==> src/rtl/pla_pkg.sv <==
`default_nettype none
// ============================================================================
// Module      : pla_pkg
// Description : Shared defaults, configuration-size helpers and FSM state
//               encoding for the registered field-programmable PLA.
//               Optional feature macro: PLA_POLARITY_EN (adds one output
//               polarity bit per output at the tail of the config stream).
// Revision    : 1.0 - initial release
// ============================================================================
package pla_pkg;

   localparam int DEF_N_IN   = 3;
   localparam int DEF_N_TERM = 8;
   localparam int DEF_N_OUT  = 1;

`ifdef PLA_POLARITY_EN
   localparam int POL_EN = 1;
`else
   localparam int POL_EN = 0;
`endif

   function automatic int and_bits(input int n_in, input int n_term);
      return 2 * n_in * n_term;
   endfunction

   function automatic int or_bits(input int n_term, input int n_out);
      return n_out * n_term;
   endfunction

   function automatic int cfg_bits(input int n_in, input int n_term, input int n_out);
      return and_bits(n_in, n_term) + or_bits(n_term, n_out) + POL_EN * n_out;
   endfunction

   typedef enum logic [1:0] {
      IDLE = 2'd0,
      LOAD = 2'd1,
      RUN  = 2'd2
   } state_t;

endpackage
`default_nettype wire

==> src/rtl/pla_plane.sv <==
`default_nettype none
// ============================================================================
// Module      : pla_plane
// Description : Combinational AND/OR plane evaluation. Produces the
//               unregistered OR-plane result from the active plane vectors.
// Revision    : 1.0 - initial release
// ============================================================================
module pla_plane
   import pla_pkg::*;
#(
   parameter int N_IN   = DEF_N_IN,
   parameter int N_TERM = DEF_N_TERM,
   parameter int N_OUT  = DEF_N_OUT
)(
   input  logic [2*N_IN*N_TERM-1:0] and_plane,
   input  logic [N_OUT*N_TERM-1:0]  or_plane,
   input  logic [N_IN-1:0]          in,
   output logic [N_OUT-1:0]         or_out
);

   logic [N_TERM-1:0] w_term;

   for (genvar t = 0; t < N_TERM; t++) begin : g_term
      logic [2*N_IN-1:0] w_row;
      logic              w_hit;

      assign w_row = and_plane[t*2*N_IN +: 2*N_IN];

      // A term fires only when at least one literal is enabled and none is violated;
      // enabling both x and ~x therefore can never fire.
      always_comb begin
         w_hit = |w_row;
         for (int i = 0; i < N_IN; i++) begin
            if (w_row[2*i]   && !in[i]) w_hit = 1'b0;
            if (w_row[2*i+1] &&  in[i]) w_hit = 1'b0;
         end
      end

      assign w_term[t] = w_hit;
   end

   for (genvar o = 0; o < N_OUT; o++) begin : g_out
      assign or_out[o] = |(or_plane[o*N_TERM +: N_TERM] & w_term);
   end

endmodule
`default_nettype wire

==> src/rtl/reg_pla.sv <==
`default_nettype none
// ============================================================================
// Module      : reg_pla
// Description : Registered field-programmable PLA. AND/OR planes (and the
//               optional polarity bits) are shifted serially into a shadow
//               store through a valid/ready handshake and committed to the
//               active planes atomically on the final bit.
//               Optional feature macro: PLA_POLARITY_EN.
// Revision    : 1.0 - initial release
// ============================================================================
module reg_pla
   import pla_pkg::*;
#(
   parameter int N_IN   = DEF_N_IN,
   parameter int N_TERM = DEF_N_TERM,
   parameter int N_OUT  = DEF_N_OUT
)(
   input  logic              clk,
   input  logic              rst_n,
   input  logic [N_IN-1:0]   in,
   output logic [N_OUT-1:0]  out,
   input  logic              cfg_start,
   input  logic              cfg_valid,
   input  logic              cfg_bit,
   output logic              cfg_ready,
   output logic              cfg_done,
   output logic              cfg_ok
);

   localparam int c_and_bits = and_bits(N_IN, N_TERM);
   localparam int c_or_bits  = or_bits(N_TERM, N_OUT);
   localparam int c_cfg_bits = cfg_bits(N_IN, N_TERM, N_OUT);
   localparam int c_cnt_w    = $clog2(c_cfg_bits + 1);
   localparam logic [c_cnt_w-1:0] c_last_idx = c_cnt_w'(c_cfg_bits - 1);

   state_t                  r_state;
   state_t                  w_state_next;
   logic [c_cnt_w-1:0]      r_cnt;
   logic [c_cfg_bits-1:0]   r_shadow;
   logic [c_cfg_bits-1:0]   w_shadow_next;
   logic [c_cfg_bits-1:0]   r_active;
   logic                    r_ok;
   logic                    r_done;
   logic [N_OUT-1:0]        r_out;
   logic                    w_accept;
   logic                    w_last;
   logic [N_OUT-1:0]        w_eval;
   logic [N_OUT-1:0]        w_pol;

   // State register.
   always_ff @(posedge clk or negedge rst_n) begin
      if (!rst_n) r_state <= IDLE;
      else        r_state <= w_state_next;
   end

   // Next state and handshake; a restart pulse in LOAD blocks acceptance that cycle.
   always_comb begin
      w_state_next = r_state;
      cfg_ready    = 1'b0;
      case (r_state)
         IDLE, RUN: begin
            if (cfg_start) w_state_next = LOAD;
         end
         LOAD: begin
            cfg_ready = !cfg_start;
            if (w_last) w_state_next = RUN;
         end
         default: w_state_next = IDLE;
      endcase
   end

   assign w_accept = cfg_ready && cfg_valid;
   assign w_last   = w_accept && (r_cnt == c_last_idx);

   // Shadow image including the bit being accepted, so the commit sees the final bit.
   always_comb begin
      w_shadow_next = r_shadow;
      if (w_accept) w_shadow_next[r_cnt] = cfg_bit;
   end

   // Bit counter, shadow store and atomic commit into the active planes.
   always_ff @(posedge clk or negedge rst_n) begin
      if (!rst_n) begin
         r_cnt    <= '0;
         r_shadow <= '0;
         r_active <= '0;
         r_ok     <= 1'b0;
         r_done   <= 1'b0;
      end else begin
         r_done   <= w_last;
         r_shadow <= w_shadow_next;
         if (cfg_start || w_last) r_cnt <= '0;
         else if (w_accept)       r_cnt <= r_cnt + 1'b1;
         if (w_last) begin
            r_active <= w_shadow_next;
            r_ok     <= 1'b1;
         end
      end
   end

   pla_plane #(
      .N_IN   (N_IN),
      .N_TERM (N_TERM),
      .N_OUT  (N_OUT)
   ) u_plane (
      .and_plane (r_active[c_and_bits-1:0]),
      .or_plane  (r_active[c_and_bits +: c_or_bits]),
      .in        (in),
      .or_out    (w_eval)
   );

`ifdef PLA_POLARITY_EN
   assign w_pol = r_active[c_and_bits + c_or_bits +: N_OUT];
`else
   assign w_pol = '0;
`endif

   // Registered outputs; forced low until a configuration has been committed.
   always_ff @(posedge clk or negedge rst_n) begin
      if (!rst_n)    r_out <= '0;
      else if (r_ok) r_out <= w_eval ^ w_pol;
      else           r_out <= '0;
   end

   assign out      = r_out;
   assign cfg_done = r_done;
   assign cfg_ok   = r_ok;

endmodule
`default_nettype wire

==> config.mk <==
export PLATFORM = sky130hd
export DESIGN_NAME = reg_pla
export DESIGN_NICKNAME = d
export VERILOG_FILES = /design/src/rtl/pla_pkg.sv /design/src/rtl/pla_plane.sv /design/src/rtl/reg_pla.sv
export SDC_FILE = /design/constraint.sdc
export NUM_CORES = 1
export LEC_CHECK = 0
export ABC_AREA = 1
export BUFFER_PORTS_ARGS = -buffer_cell sky130_fd_sc_hd__buf_2
export CORE_AREA = 2 2 126 128
export DETAILED_ROUTE_END_ITERATION = 10
export DIE_AREA = 0 0 128 130
export SYNTH_ARGS = -nofsm -noshare
export SYNTH_HDL_FRONTEND = slang
export SYNTH_SLANG_ARGS = --single-unit
==> constraint.sdc <==
create_clock -name clk -period 3.32 [get_ports clk]
set_clock_uncertainty 0.1 [all_clocks]
set_input_delay 0.664 -clock clk [delete_from_list [all_inputs] [get_ports clk]]
set_output_delay 0.664 -clock clk [all_outputs]
set_load 0.02 [all_outputs]
# --- After elaboration in Yosys (flattened, before gate mapping) ---
# Index checks and enable logic that the tools add are counted.
# Widths: inputs -> output; s select.
word_totals:
  wordCells: 144
  mem_count: 0
  rom_bits: 0
  output_inout_bits: 4
  latch_bits: 0
  regBits: 123
  mem_bits_rw: 0
  inputBits: 8
op_classes:
  n_eq_ne: 5
  n_mul: 0
  shift: 0
  add_sub_neg: 1
  reduce_logical: 69
  div_mod_pow: 0
  magnitude_cmp: 2
  n_bitwise: 1
  mux: 59
ops:
  columns: ["op", "n"]
  rows:
  - ["$bwmux 56", 1]
  - ["$mux 56", 1]
  - ["$logic_and 1x1->1", 51]
  - ["$mux 1", 51]
  - ["$reduce_or 6->1", 8]
  - ["$mux 6", 2]
  - ["$and 8x8->8", 1]
  - ["$reduce_or 8->1", 1]
  - ["$lt 6x7->1 const B", 1]
  - ["$add 6x1->6 const B", 1]
  - ["$demux 1 s6", 1]
  - ["$eq 6x6->1 const B", 1]
  - ["$ge 6x1->1 const B", 1]
  - ["$logic_not 1->1", 4]
  - ["$mux 2", 2]
  - ["$ne 2x2->1 const B", 2]
  - ["$pmux 2 s2", 1]
  - ["$eq 2x1->1 const B", 1]
  - ["$eq 2x2->1 const B", 1]
  - ["$logic_not 2->1", 1]
  - ["$reduce_and 2->1", 1]
  - ["$reduce_bool 2->1", 1]
  - ["$reduce_or 2->1", 1]
  - ["$logic_or 1x1->1", 1]

# --- Longest topological paths before layout ---
depth:
  word_depth: 11
  depth_mapped: 11
  depth_no_buf: 10

# --- By module ---
# Synthesis repeated with hierarchy kept, for this count alone.
hier_totals:
  cells_unflattened: 838
  area_unflattened_um2: 6527.5
modules_own_cells:
  columns: ["mod", "cells_each", "area_per_inst_um2", "instances", "seq_area_each_um2"]
  rows:
  - ["reg_pla", 693, 5915.7, 1, 3078.0]
  - ["pla_plane", 145, 611.8, 1, 0.0]

# --- Worst setup path before layout ---
# OpenSTA, ideal clock, no wires.
synth_timing:
  kind: "input -> register"
  startpoint: "in cfg_start"
  endpoint: "reg r_shadow[15]"
  setup_slack_ns: 1.469
  setup_ns: 0.119
  arrival_time_ns: 1.632
  cell_stages: 7
  required_time_ns: 3.101
  path_buffers: 2
  path_cell_list: "nor2_4 nand2_4 buf_6 nor3_4 buf_6 nand3_1 and2_1"
synth_between:
  elab_chain_len: 4
synth_rtl:
  columns: ["item", "line_no", "text"]
  rows:
  - ["from (decl)", "reg_pla.sv:22", "input logic cfg_start,"]
  - ["$logic_not 1->1", "reg_pla.sv:65", "cfg_ready = !cfg_start;"]
  - ["$mux 1", "reg_pla.sv:60", "case (r_state)"]
  - ["$logic_and 1x1->1", "reg_pla.sv:72", "assign w_accept = cfg_ready && cfg_valid;"]
  - ["$mux 56", "reg_pla.sv:78", "if (w_accept) w_shadow_next[r_cnt] = cfg_bit;"]
  - ["net w_shadow_next[15]", "reg_pla.sv:40", "logic [c_cfg_bits-1:0] w_shadow_next;"]
  - ["to (signal assigned)", "reg_pla.sv:91", "r_shadow <= w_shadow_next;"]
  - ["to (decl)", "reg_pla.sv:39", "logic [c_cfg_bits-1:0] r_shadow;"]
# The timed path passes the listed nets, and every way through them passes these cells.
# A chain may end at the register's enable or synchronous reset.

# --- Final worst setup path ---
layout_timing:
  startpoint: "reg r_cnt[1]"
  endpoint: "reg r_cnt[3]"
layout_between:
  elab_chain_len: 4
  word_cells_on_any_way: 7
  cone_classes: "add/sub: 1; eq/ne: 1; mux: 2; reduce/logical: 3"
layout_rtl:
  columns: ["item", "line_no", "text"]
  rows:
  - ["from (decl)", "reg_pla.sv:38", "logic [c_cnt_w-1:0] r_cnt;"]
  - ["from (signal assigned)", "reg_pla.sv:93", "else if (w_accept) r_cnt <= r_cnt + 1'b1;"]
  - ["branches (longest 4 deep; another with $add 6x1->6)", null, null]
# Parallel ways; which one is timed is not known. The select of a mux whose other input is x is not followed.

==> results.cfg <==
[run_status]
status = finished clean

[yosys]
netlist.area_leader.share_pct = 50.9
synthCells = 736
synth_area_leaders = dfrtp_1, nand2_1, nand3_1
avgSynthCellArea_um2 = 8.22
synthesis.area_um2 = 6050
syn-num-nets = 745
yosysSeqAreaShare_pct = 50.9
synth_top_cell_by_area = dfrtp_1
yosys_warnings = 0
ys_ff_latch = 123
ys_types = 28

[timing]
fin_crit_ps = 2140
timing.fmax_mhz = 467
setup_viol = 0
maxSlewHeadroom_pct = 32.1
maxSlewViolCount = 0
rsz0062_at_grt = false
final.period_utilization_pct = 64.5
tightest_slew_ps = 1010
setup_tns_ps = 0
whs_ps = 82.2
hold_viol_final = 0

[finish]
mostFrequentLayoutCell = nand2_1
nNetsFinal = 745
drive_above_1_share_pct = 9.24
area_growth_syn_to_layout_pct = 12.7
num_antenna_cells = 0
n_fill_cell = 1511
finalCoreUtilization_pct = 44.2
final_cell_mix = nand2_1, nand3_1, dfrtp_1

[drt]
first_pass_iters = 5
vias = 4824
ant_nets = 0
wire_per_inst_um = 15.4
wirelength_um = 14500
drc = 0
drt_iter0_drc = 496
vias_per_cell = 5.14

[global_route]
gr-total-overflow = 0
grt_start_max_net_pins = 58
first_global_vias = 4758
grt_antenna_before_repair = 0
track_usage_pct = 19.0
grt_pass1_wl_um = 24300

[clock_tree]
cts_made_buffers = 17
cts-root-buf = clkbuf_16
hold_buffers = 0
cts_tree = yes
clkSlewWorstSetupHoldPaths_ps = 50
cts_post_setup_buffers_inserted = 0
cts_sinks = 123
clock_path_buffers = 2
htree_levels = 4
post_cts_resized = 0
worstSkewPairLatency_ps = 420

[power]
ir_drop_mv = 0.373
power.density_nw_per_um2 = 521
leakage_nw = 3.69

[die]
placementRows = 46
io_pins = 12
core_area_um2 = 15400
dieArea_um2 = 16600
die_x_um = 128
die_h_um = 130
start_util_pct = 39.2

[critical_path]
required_ps = 3550
end_kind = flop
crit_buf_inv = 1
cp_common_cell = nand2_1
cp.arrival_ps = 2380
crit_path_max_fanout = 57
worst_setup_path_start_kind = flop
slowest_delay_ps = 480
critical-path-top-delay-family = simple AND/OR/NAND/NOR gates
crit_path_cell_trace = ha_1 > nand2_1 > nor2_1 > nand2_2 > buf_4 > nand2_1 > nor3_1
path_class = reg -> reg
slowest_stage = buf_4

[flow_run]
maxCapViolations = 0

[placed_design]
dpl.hpwl_um = 8760
gp_congestion = 0.775
portBuffers = 11

[min_path]
min_path_type = in -> async
## per-stage QoR
| stage | setup slack (ps) | instances | instance area [µm²] | power (mW) |
|---|---|---|---|---|
| 2_1_floorplan | 1470 | 736 | 6050 | 1.61 |
| 3_3_place_gp | 967 | 909 | 6210 | 1.67 |
| 3_5_place_dp | 917 | 909 | 6210 | 1.68 |
| 4_1_cts | 1210 | 939 | 6820 | 3.59 |
| 5_1_grt | 1020 | 939 | 6820 | 3.67 |
| 6_report | 1180 | 939 | 6820 | 3.56 |
## worst register-to-register path, delay by kind of cell, from the launching register on
family        cells  cell delay [ps]
flops             1              470
fa+ha+maj         1              240
buf+inv           1              480
simple gates      5              770
## Yosys cell counts (all sizes together)
cell,number
nand2,225
nand3,127
dfrtp,123
nor2,62
and2,54
inv,41
a21o,39
buf,32
o21ai,7
clkbuf,6
nor3,6
a21oi,4
nand3b,2
nand4,2
o31ai,2
xor2,2
ha,1
o22ai,1
## logic make-up (layout without fill, tap and decap cells)
logic type                 after synthesis  after routing  synth area share, %
AOI/OAI and AO/OA                       53             53                 6.10
DFF                                    123            123                 50.9
buffers and inverters                   79             90                 6.23
xor gates and xnor gates                 2              2                0.290
and+or+nand+nor                        478            478                 36.3
adders and majority gates                1              1                0.207
## flip-flops by register name, indices dropped and copies added, names as in the netlist
name	cells
cfg_done	1
cfg_ok	1
out	1
r_active	56
r_cnt	6
r_shadow	56
r_state	2
## path summary, 6_finish.rpt
| check | from | to | slack [ps] | cells past startpoint |
|---|---|---|---|---|
| setup reg to reg | r_cnt[1] | r_cnt[3] | 1180 | 7 |
| hold reg to reg | cfg_ok | cfg_ok | 380 | 2 |
| setup / recovery | r_cnt[1] | r_cnt[3] | 1180 | 7 |
| min in group clk | cfg_ok | cfg_ok | 380 | 2 |
| max in group asynchronous | rst_n | r_shadow[28] | 2220 | 2 |
| hold / removal | rst_n | r_shadow[45] | 80 | 1 |
## power breakdown
group	switching [mW]	internal, mW	total, mW
Sequential	0.00710	1.52	1.52
Combinational	0.0962	0.0283	0.124
Clock	0.642	1.27	1.91
Total	0.745	2.81	3.56
## cell type report
class	count	area (µm²)	share of cell area (%)
clock buffer	23	498	7.30
clock inverter	7	113	1.65
inverter	41	154	2.26
multi-input combinational	534	2590	38.0
sequential	123	3080	45.1
tap	192	240	3.52
timing repair buffer	19	143	2.09
## routing by layer
layer,vias up,wire [µm],share of wire [%],global-route usage [%]
li1,2376,-,-,-
met1,2322,6670,46,24.5
met2,104,6790,47,31.0
met3,22,752,5.2,4.39
met4,0,273,1.9,8.21
met5,-,0,0,0
Power figures use the tool's default switching activity.
